<file path="src/rtl/frame_dump_pkg.sv">
// Shared types and the dump-window helper for the frame dump controller.
// The optional LED tracking feature is enabled with the FRAME_DUMP_LED_EN macro.
package frame_dump_pkg;

    localparam int CNT_W     = 32;
    localparam int LED_CNT_W = 16;

    typedef logic [CNT_W-1:0] frame_cnt_t;

    // The window end is formed at CNT_W+1 bits so start+len cannot wrap.
    function automatic logic in_window(frame_cnt_t cnt, frame_cnt_t start, frame_cnt_t len);
        logic [CNT_W:0] win_end;
        win_end = {1'b0, start} + {1'b0, len};
        return (cnt >= start) && ((len == '0) || ({1'b0, cnt} < win_end));
    endfunction

endpackage

</file>
<file path="src/rtl/vs_edge_det.sv">
// Vertical-blank edge detector: polarity normalisation and a single-cycle
// pulse on the start of each active blank.
module vs_edge_det #(
    parameter bit VS_POL = 1'b1
) (
    input  logic clk,
    input  logic rst_n,
    input  logic vs,
    output logic fe
);

    logic vs_i;
    logic vs_l_reg;

    assign vs_i = VS_POL ? vs : ~vs;

    // History resets high so a blank already active at reset release is not counted.
    always_ff @(posedge clk) begin
        if (!rst_n) begin
            vs_l_reg <= 1'b1;
        end else begin
            vs_l_reg <= vs_i;
        end
    end

    assign fe = vs_i & ~vs_l_reg;

endmodule

</file>
<file path="src/rtl/frame_dump_ctrl.sv">
// Frame counter with a waveform-dump window and sticky end-of-run flag.
// Define FRAME_DUMP_LED_EN to add the led_frame / led_toggles status outputs.
module frame_dump_ctrl
    import frame_dump_pkg::*;
#(
    parameter logic [31:0] DUMP_START = 32'd0,
    parameter logic [31:0] DUMP_LEN   = 32'd0,
    parameter logic [31:0] MAX_FRAMES = 32'd0,
    parameter bit          VS_POL     = 1'b1
) (
    input  logic                 clk,
    input  logic                 rst_n,
    input  logic                 vs,
    input  logic                 led,
    output logic [CNT_W-1:0]     frame_cnt,
    output logic                 dump_en,
    output logic                 finish
`ifdef FRAME_DUMP_LED_EN
    ,
    output logic                 led_frame,
    output logic [LED_CNT_W-1:0] led_toggles
`endif
);

    logic       fe;
    frame_cnt_t frame_cnt_reg;
    logic       dump_en_reg;
    logic       finish_reg;

    vs_edge_det #(
        .VS_POL (VS_POL)
    ) u_vs_edge_det (
        .clk   (clk),
        .rst_n (rst_n),
        .vs    (vs),
        .fe    (fe)
    );

    // dump_en and finish look at the current count, so they trail it by one cycle.
    always_ff @(posedge clk) begin
        if (!rst_n) begin
            frame_cnt_reg <= '0;
            dump_en_reg   <= 1'b0;
            finish_reg    <= 1'b0;
        end else begin
            if (fe && !finish_reg && (frame_cnt_reg != '1)) begin
                frame_cnt_reg <= frame_cnt_reg + frame_cnt_t'(1);
            end
            dump_en_reg <= in_window(frame_cnt_reg, DUMP_START, DUMP_LEN);
            finish_reg  <= finish_reg | ((MAX_FRAMES != '0) && (frame_cnt_reg == MAX_FRAMES));
        end
    end

    assign frame_cnt = frame_cnt_reg;
    assign dump_en   = dump_en_reg;
    assign finish    = finish_reg;

`ifdef FRAME_DUMP_LED_EN
    logic                 led_l_reg;
    logic                 led_frame_reg;
    logic [LED_CNT_W-1:0] led_toggles_reg;

    // led history keeps tracking after finish; only the published values freeze.
    always_ff @(posedge clk) begin
        if (!rst_n) begin
            led_l_reg       <= 1'b0;
            led_frame_reg   <= 1'b0;
            led_toggles_reg <= '0;
        end else begin
            led_l_reg <= led;
            if (!finish_reg) begin
                if (fe) begin
                    led_frame_reg <= led;
                end
                if ((led != led_l_reg) && (led_toggles_reg != '1)) begin
                    led_toggles_reg <= led_toggles_reg + LED_CNT_W'(1);
                end
            end
        end
    end

    assign led_frame   = led_frame_reg;
    assign led_toggles = led_toggles_reg;
`else
    logic unused_led;
    assign unused_led = led;
`endif

endmodule

</file>
<file path="config.mk">
export PLATFORM = sky130hd
export DESIGN_NAME = frame_dump_ctrl
export DESIGN_NICKNAME = d
export VERILOG_FILES = /design/src/rtl/frame_dump_pkg.sv /design/src/rtl/vs_edge_det.sv /design/src/rtl/frame_dump_ctrl.sv
export SDC_FILE = /design/constraint.sdc
export NUM_CORES = 1
export LEC_CHECK = 0
export CELL_PAD_IN_SITES_DETAIL_PLACEMENT = 1
export CELL_PAD_IN_SITES_GLOBAL_PLACEMENT = 1
export CORE_MARGIN = 3
export CORE_UTILIZATION = 34
export DETAILED_ROUTE_END_ITERATION = 12
export PLACE_DENSITY = 0.76
export SLEW_MARGIN = 20
export SYNTH_ARGS = -nofsm -noshare
export SYNTH_HDL_FRONTEND = slang
export SYNTH_SLANG_ARGS = --single-unit
</file>
<file path="constraint.sdc">
create_clock -name clk -period 2.23 [get_ports clk]
set_input_delay 0.446 -clock clk [delete_from_list [all_inputs] [get_ports clk]]
set_output_delay 0.446 -clock clk [all_outputs]
set_load 0.02 [all_outputs]
</file>
# Word level (Yosys, flattened, before mapping)

Cells that the tools add are included.

Bits in registers: 34
Output and inout bits: 34
Word-level logic and storage cells: 9

Add/subtract/negate cells: 1
Magnitude comparators: 1
Equality and inequality tests: 1
Bitwise operators: 2
Reduce and logical (&&, ||, !) cells: 1

Operators by type and width:

| kind                  | count |
|---|---|
| $add 32x1->32 const B | 1 |
| $ge 32x1->1 const B   | 1 |
| $ne 32x32->1 const B  | 1 |
| $and 1x1->1           | 1 |
| $logic_and 1x1->1     | 1 |
| $not 1->1             | 1 |

# Depth between registers and ports, before layout

Word-level depth: 3
Depth in mapped cells: 8

# Cells and area by module

From an unflattened synthesis, not the netlist that was laid out.

Cell total of the unflattened synthesis: 206
Area total of the unflattened synthesis: 1,775.5 um^2

By module, submodules not included:

| module          | times used | cells each | area an instance (um^2) | sequential area each (um^2) |
|---|---|---|---|---|
| frame_dump_ctrl | 1          | 203        | 1,735.4                 | 660.6 |
| vs_edge_det     | 1          | 3          | 40.0                    | 20.0 |

# Worst setup path before layout

Ideal clock, no wire load.

Path kind: register to register
Start point: register frame_cnt_reg[23] (netlist: frame_cnt[23])
End point: register frame_cnt_reg[0] (netlist: frame_cnt[0])
Library setup time: 0.128 ns
Arrival time: 2.133 ns
Data required time: 2.102 ns
Setup slack: -0.031 ns
Stages on the path, launching flop included: 9
Buffers on the path: 3
Path through: dfxtp_1 nand4_2 or4_1 buf_2 o31ai_4 buf_6 buf_12 xor2_2 nor2_1

Cells in the longest elaborated chain, start to end: 2

RTL lines:

| element                | RTL line              | text |
|---|---|---|
| start, declared        | frame_dump_ctrl.sv:26 | `frame_cnt_t frame_cnt_reg;` |
| start signal, assigned | frame_dump_ctrl.sv:47 | `frame_cnt_reg <= frame_cnt_reg + frame_cnt_t'(1);` |
| $ne 32x32->1           | frame_dump_ctrl.sv:46 | `if (fe && !finish_reg && (frame_cnt_reg != '1)) begin` |
| $logic_and 1x1->1      | frame_dump_ctrl.sv:46 |  |

No other way between the ends.
A chain may end at the register's enable or synchronous reset.

# Worst setup path after layout

Start point: register frame_cnt_reg[0] (netlist: frame_cnt[0])
End point: register frame_cnt_reg[13] (netlist: frame_cnt[13])

Cells in the longest elaborated chain, start to end: 2
Elaborated cells on any way between the ends: 3

RTL lines:

| element |
|---|
| branches (longest 2 deep; another with $add 32x1->32) |

Several ways; the timed one is not identified.

==> report_table.html <==
<table>
<tr><th>Metric</th><th>Value</th></tr>
<tr><th colspan="2">Outcome</th></tr>
<tr><td>Run status</td><td>finished, final reports clean</td></tr>
<tr><th colspan="2">CTS</th></tr>
<tr><td>CTS clock-pin slew for the worst setup and hold paths</td><td>70 ps</td></tr>
<tr><td>Clock tree buffer depth</td><td>2</td></tr>
<tr><td>CTS tree</td><td>built</td></tr>
<tr><td>H-tree depth reported by CTS</td><td>2</td></tr>
<tr><td>Worst-Skew Late Latency</td><td>290 ps</td></tr>
<tr><td>Sink count of the clock tree</td><td>34</td></tr>
<tr><td>Total clock buffers created by CTS</td><td>5</td></tr>
<tr><td>CTS root buf</td><td>sky130_fd_sc_hd__clkbuf_8</td></tr>
<tr><th colspan="2">Critical path</th></tr>
<tr><td>Worst R2R Path Depth</td><td>9</td></tr>
<tr><td>CP Capture Type</td><td>flop</td></tr>
<tr><td>Critical path class</td><td>flop to flop</td></tr>
<tr><td>Data arrival time of the critical path</td><td>2280 ps</td></tr>
<tr><td>Highest fanout seen on the critical path</td><td>11</td></tr>
<tr><td>Worst reg2reg path startpoint</td><td>frame_cnt[0]</td></tr>
<tr><td>Type of origin of the critical path</td><td>flop</td></tr>
<tr><td>Origin of the worst setup path</td><td>frame_cnt[0]</td></tr>
<tr><td>RR Endpoint</td><td>frame_cnt[13]</td></tr>
<tr><td>Data required time at the worst endpoint</td><td>2420 ps</td></tr>
<tr><td>Worst R2R Setup Slack</td><td>140 ps</td></tr>
<tr><th colspan="2">Pwr</th></tr>
<tr><td>Comb pwr share</td><td>5.5%</td></tr>
<tr><td>Maximum ir drop on the vdd rail</td><td>0.0002264 V</td></tr>
<tr><td>Leakage dissipation</td><td>0.8875 nW</td></tr>
<tr><td>Portion of total power attributed to the clock network</td><td>41.3%</td></tr>
<tr><td>Total power consumption of the routed design</td><td>0.001151 W</td></tr>
<tr><td>Power density over the cells</td><td>442.1 nW/µm²</td></tr>
<tr><td>Total net switching power</td><td>0.0002651 W</td></tr>
<tr><td>Portion of total power attributed to sequential cells</td><td>53.1%</td></tr>
<tr><td>Internal Pwr Total</td><td>0.0008861 W</td></tr>
<tr><td>Sw frac</td><td>23.03%</td></tr>
<tr><th colspan="2">Route</th></tr>
<tr><td>Count of nets left with antenna violations after detail routing</td><td>0</td></tr>
<tr><td>Drt drc</td><td>0</td></tr>
<tr><td>Via Count</td><td>1869</td></tr>
<tr><td>Length of the first detailed-routing pass in iterations</td><td>4</td></tr>
<tr><td>Total routed wirelength</td><td>5.525 mm</td></tr>
<tr><td>DRT iter0 DRCs</td><td>115</td></tr>
<tr><td>Vias per cell</td><td>5.465</td></tr>
<tr><td>Routed length per placed instance</td><td>16.15 µm</td></tr>
<tr><th colspan="2">Layout</th></tr>
<tr><td>Relative area change from synthesis to final layout</td><td>43.52%</td></tr>
<tr><td>Number of antenna diodes</td><td>0</td></tr>
<tr><td>Register area</td><td>685.7 µm²</td></tr>
<tr><td>Nets</td><td>279</td></tr>
<tr><td>Number of filler instances in the final layout</td><td>607</td></tr>
<tr><td>Post-layout instance area</td><td>2604 µm²</td></tr>
<tr><td>Area of combinational cells with multiple inputs</td><td>1045 µm²</td></tr>
<tr><td>Fraction of final layout cells with drive strength greater than 1</td><td>31.27%</td></tr>
<tr><td>Flip-flop count of the largest register after layout</td><td>32</td></tr>
<tr><th colspan="2">Global route</th></tr>
<tr><td>Pin count of the biggest net entering global routing</td><td>24</td></tr>
<tr><td>Gr usage total</td><td>18.80%</td></tr>
<tr><td>Total global routing overflow</td><td>0</td></tr>
<tr><td>Number of antenna violations at the first check in global routing</td><td>0</td></tr>
<tr><td>Global-route wire length before repair</td><td>9.404 mm</td></tr>
<tr><td>Via count of the first global-routing pass</td><td>1957</td></tr>
<tr><th colspan="2">Die</th></tr>
<tr><td>Die footprint</td><td>6248 µm²</td></tr>
<tr><td>Row Count</td><td>25</td></tr>
<tr><td>Chip Height</td><td>79.05 µm</td></tr>
<tr><td>Count of boundary I/O pins</td><td>38</td></tr>
<tr><td>Initial core utilization</td><td>36.71%</td></tr>
<tr><td>Core box area</td><td>4942 µm²</td></tr>
<tr><td>Die width</td><td>79.05 µm</td></tr>
<tr><th colspan="2">Synthesis</th></tr>
<tr><td>Synthesized area per cell</td><td>8.981 µm²</td></tr>
<tr><td>Gate Count Post-Synth</td><td>202</td></tr>
<tr><td>Flip-flop and latch count after synthesis</td><td>34</td></tr>
<tr><td>Most common cell in the synthesized netlist</td><td>sky130_fd_sc_hd__dfxtp_1</td></tr>
<tr><td>Synth warn</td><td>0</td></tr>
<tr><td>Count of flip-flops with a built-in enable after synthesis</td><td>0</td></tr>
<tr><td>Number of nets produced by synthesis</td><td>207</td></tr>
<tr><td>Post-synth top flop</td><td>sky130_fd_sc_hd__dfxtp_1</td></tr>
<tr><td>Biggest area consumer among synthesized cells</td><td>sky130_fd_sc_hd__dfxtp_1</td></tr>
<tr><td>Synth top area share</td><td>37.52%</td></tr>
<tr><td>Most frequent cells after synthesis</td><td>sky130_fd_sc_hd__dfxtp_1, sky130_fd_sc_hd__nand2_1, sky130_fd_sc_hd__nor2_1</td></tr>
<tr><td>Yosys cell types</td><td>43</td></tr>
<tr><td>Ys async rst share</td><td>0%</td></tr>
<tr><td>Sequential element share of the synthesized area</td><td>37.52%</td></tr>
<tr><td>Top cells by area, synth</td><td>sky130_fd_sc_hd__dfxtp_1, sky130_fd_sc_hd__nand2_1, sky130_fd_sc_hd__nand2b_1</td></tr>
<tr><td>Mapped cell area</td><td>1814 µm²</td></tr>
<tr><th colspan="2">Timing</th></tr>
<tr><td>Ratio of final minimum period to clock period</td><td>93.63%</td></tr>
<tr><td>Crit path setup slack, layout</td><td>142.2 ps</td></tr>
<tr><td>Unrepaired setup endpoints after global routing</td><td>no</td></tr>
<tr><td>Final Hold Violating Endpoints</td><td>0</td></tr>
<tr><td>Slew Viols, Final</td><td>0</td></tr>
<tr><td>Clock skew after layout</td><td>3.868 ps</td></tr>
<tr><td>Count of final setup violators</td><td>0</td></tr>
<tr><td>Minimum period implied by the final worst setup slack</td><td>2088 ps</td></tr>
<tr><td>Achievable clock frequency</td><td>0.4790 GHz</td></tr>
<tr><td>Post-Route Setup TNS</td><td>0 ps</td></tr>
<tr><th colspan="2">Min path</th></tr>
<tr><td>Hold Path End</td><td>frame_cnt[31]</td></tr>
<tr><td>Hold Startpoint</td><td>frame_cnt[31]</td></tr>
<tr><td>Number of cells on the worst hold path</td><td>2</td></tr>
<tr><td>Worst min-delay path category</td><td>flop to flop</td></tr>
<tr><th colspan="2">Place</th></tr>
<tr><td>Post-Place Worst Slack</td><td>-77.93 ps</td></tr>
<tr><td>Sum of net half-perimeters after detailed placement</td><td>4.080 mm</td></tr>
<tr><td>IO Port Bufs</td><td>35</td></tr>
<tr><td>Global placer's final weighted congestion</td><td>0.7795</td></tr>
<tr><td>Cell area reported after detailed placement</td><td>2477 µm²</td></tr>
<tr><th colspan="2">Run</th></tr>
<tr><td>Maximum Capacitance Violations</td><td>0</td></tr>
</table>
cell type report:
cell class	instances	area share (%)
inverters	6	0.8650
multi-input cells	152	40.12
well taps	67	3.220
clock inverters	1	0.1922
repair buffers	75	25.95
clock buffers	7	3.316
flip-flops and latches	34	26.33
worst max-delay path, stage by stage, from the launching register on:
cell,delay [ps]
sky130_fd_sc_hd__dfxtp_1,340
sky130_fd_sc_hd__ha_1,190
sky130_fd_sc_hd__nand3_1,140
sky130_fd_sc_hd__buf_4,190
sky130_fd_sc_hd__or2_2,340
sky130_fd_sc_hd__o31ai_4,290
sky130_fd_sc_hd__buf_12,160
sky130_fd_sc_hd__buf_12,130
sky130_fd_sc_hd__nor3_1,50
sky130_fd_sc_hd__o21a_1,160
repair_timing:
item	CTS	global route
setup endpoints to repair	0	14
resized for setup	0	3
hold buffers	0	0
setup buffers	0	1
cells in the final DEF (no fill, tap or decap), drive strengths merged, types with 3 or more instances in the layout:
master	synthesis	layout
or4	8	8
nand4	12	12
nor2	11	11
nor4	8	8
buf	6	40
o211ai	4	4
dfxtp	34	34
o31ai	4	4
xor2	6	6
clkbuf	2	7
o21a	3	3
or3	11	11
nand2	17	17
o2111ai	4	4
nand3	8	8
nand2b	10	10
clkdlybuf4s50	0	35
o21ai	11	11
a21oi	13	13
and4	3	3
mux2i	5	5
inv	6	6
worst max path at each step:
stage | end | slack, ps
after floorplan | frame_cnt[22] | 5
after global placement | frame_cnt[31] | -20
after detailed placement | frame_cnt[31] | -80
after CTS | frame_cnt[13] | 30
after global routing | frame_cnt[13] | 20
final | frame_cnt[13] | 140
layer usage:
layer  global-route usage, %  up-vias  routed length, µm
met1                   23.43      916               2459
met5                       0        -                  0
met4                   6.357        0                 81
li1                        -      902                  -
met2                   32.32       45               2790
met3                   3.628        6                193
power by group through the flow:
stage	clock [W]	combinational (W)	sequential [W]
after floorplan	0	0.0000335	0.000630
after global placement	0	0.0000594	0.000625
after detailed placement	0	0.0000607	0.000626
after CTS	0.000484	0.0000611	0.000612
after global routing	0.000513	0.0000694	0.000612
final	0.000476	0.0000638	0.000612
cell families (layout without fill, tap and decap cells):
kind of cell	count (synthesis)	count (layout)	share of synthesized area (%)
AND/OR/NAND/NOR	94	94	30.69
adder cells (fa/ha/maj)	1	1	0.6895
XOR/XNOR	6	6	3.310
multiplexers	5	5	2.759
AO/OA/AOI/OAI	45	45	19.10
buffers and inverters	16	89	5.724
other	1	1	0.2067
flip-flops	34	34	37.52
per-stage QoR:
step	utilization, %	cells	hold slack [ps]
detailed placement	50.13	333	490.6
floorplan	-	202	473.7
global route	52.68	342	537.1
CTS	51.97	341	502.6
finish	52.68	342	500.2
global placement	50.13	333	474.3
(Power assumes the default switching activity.)
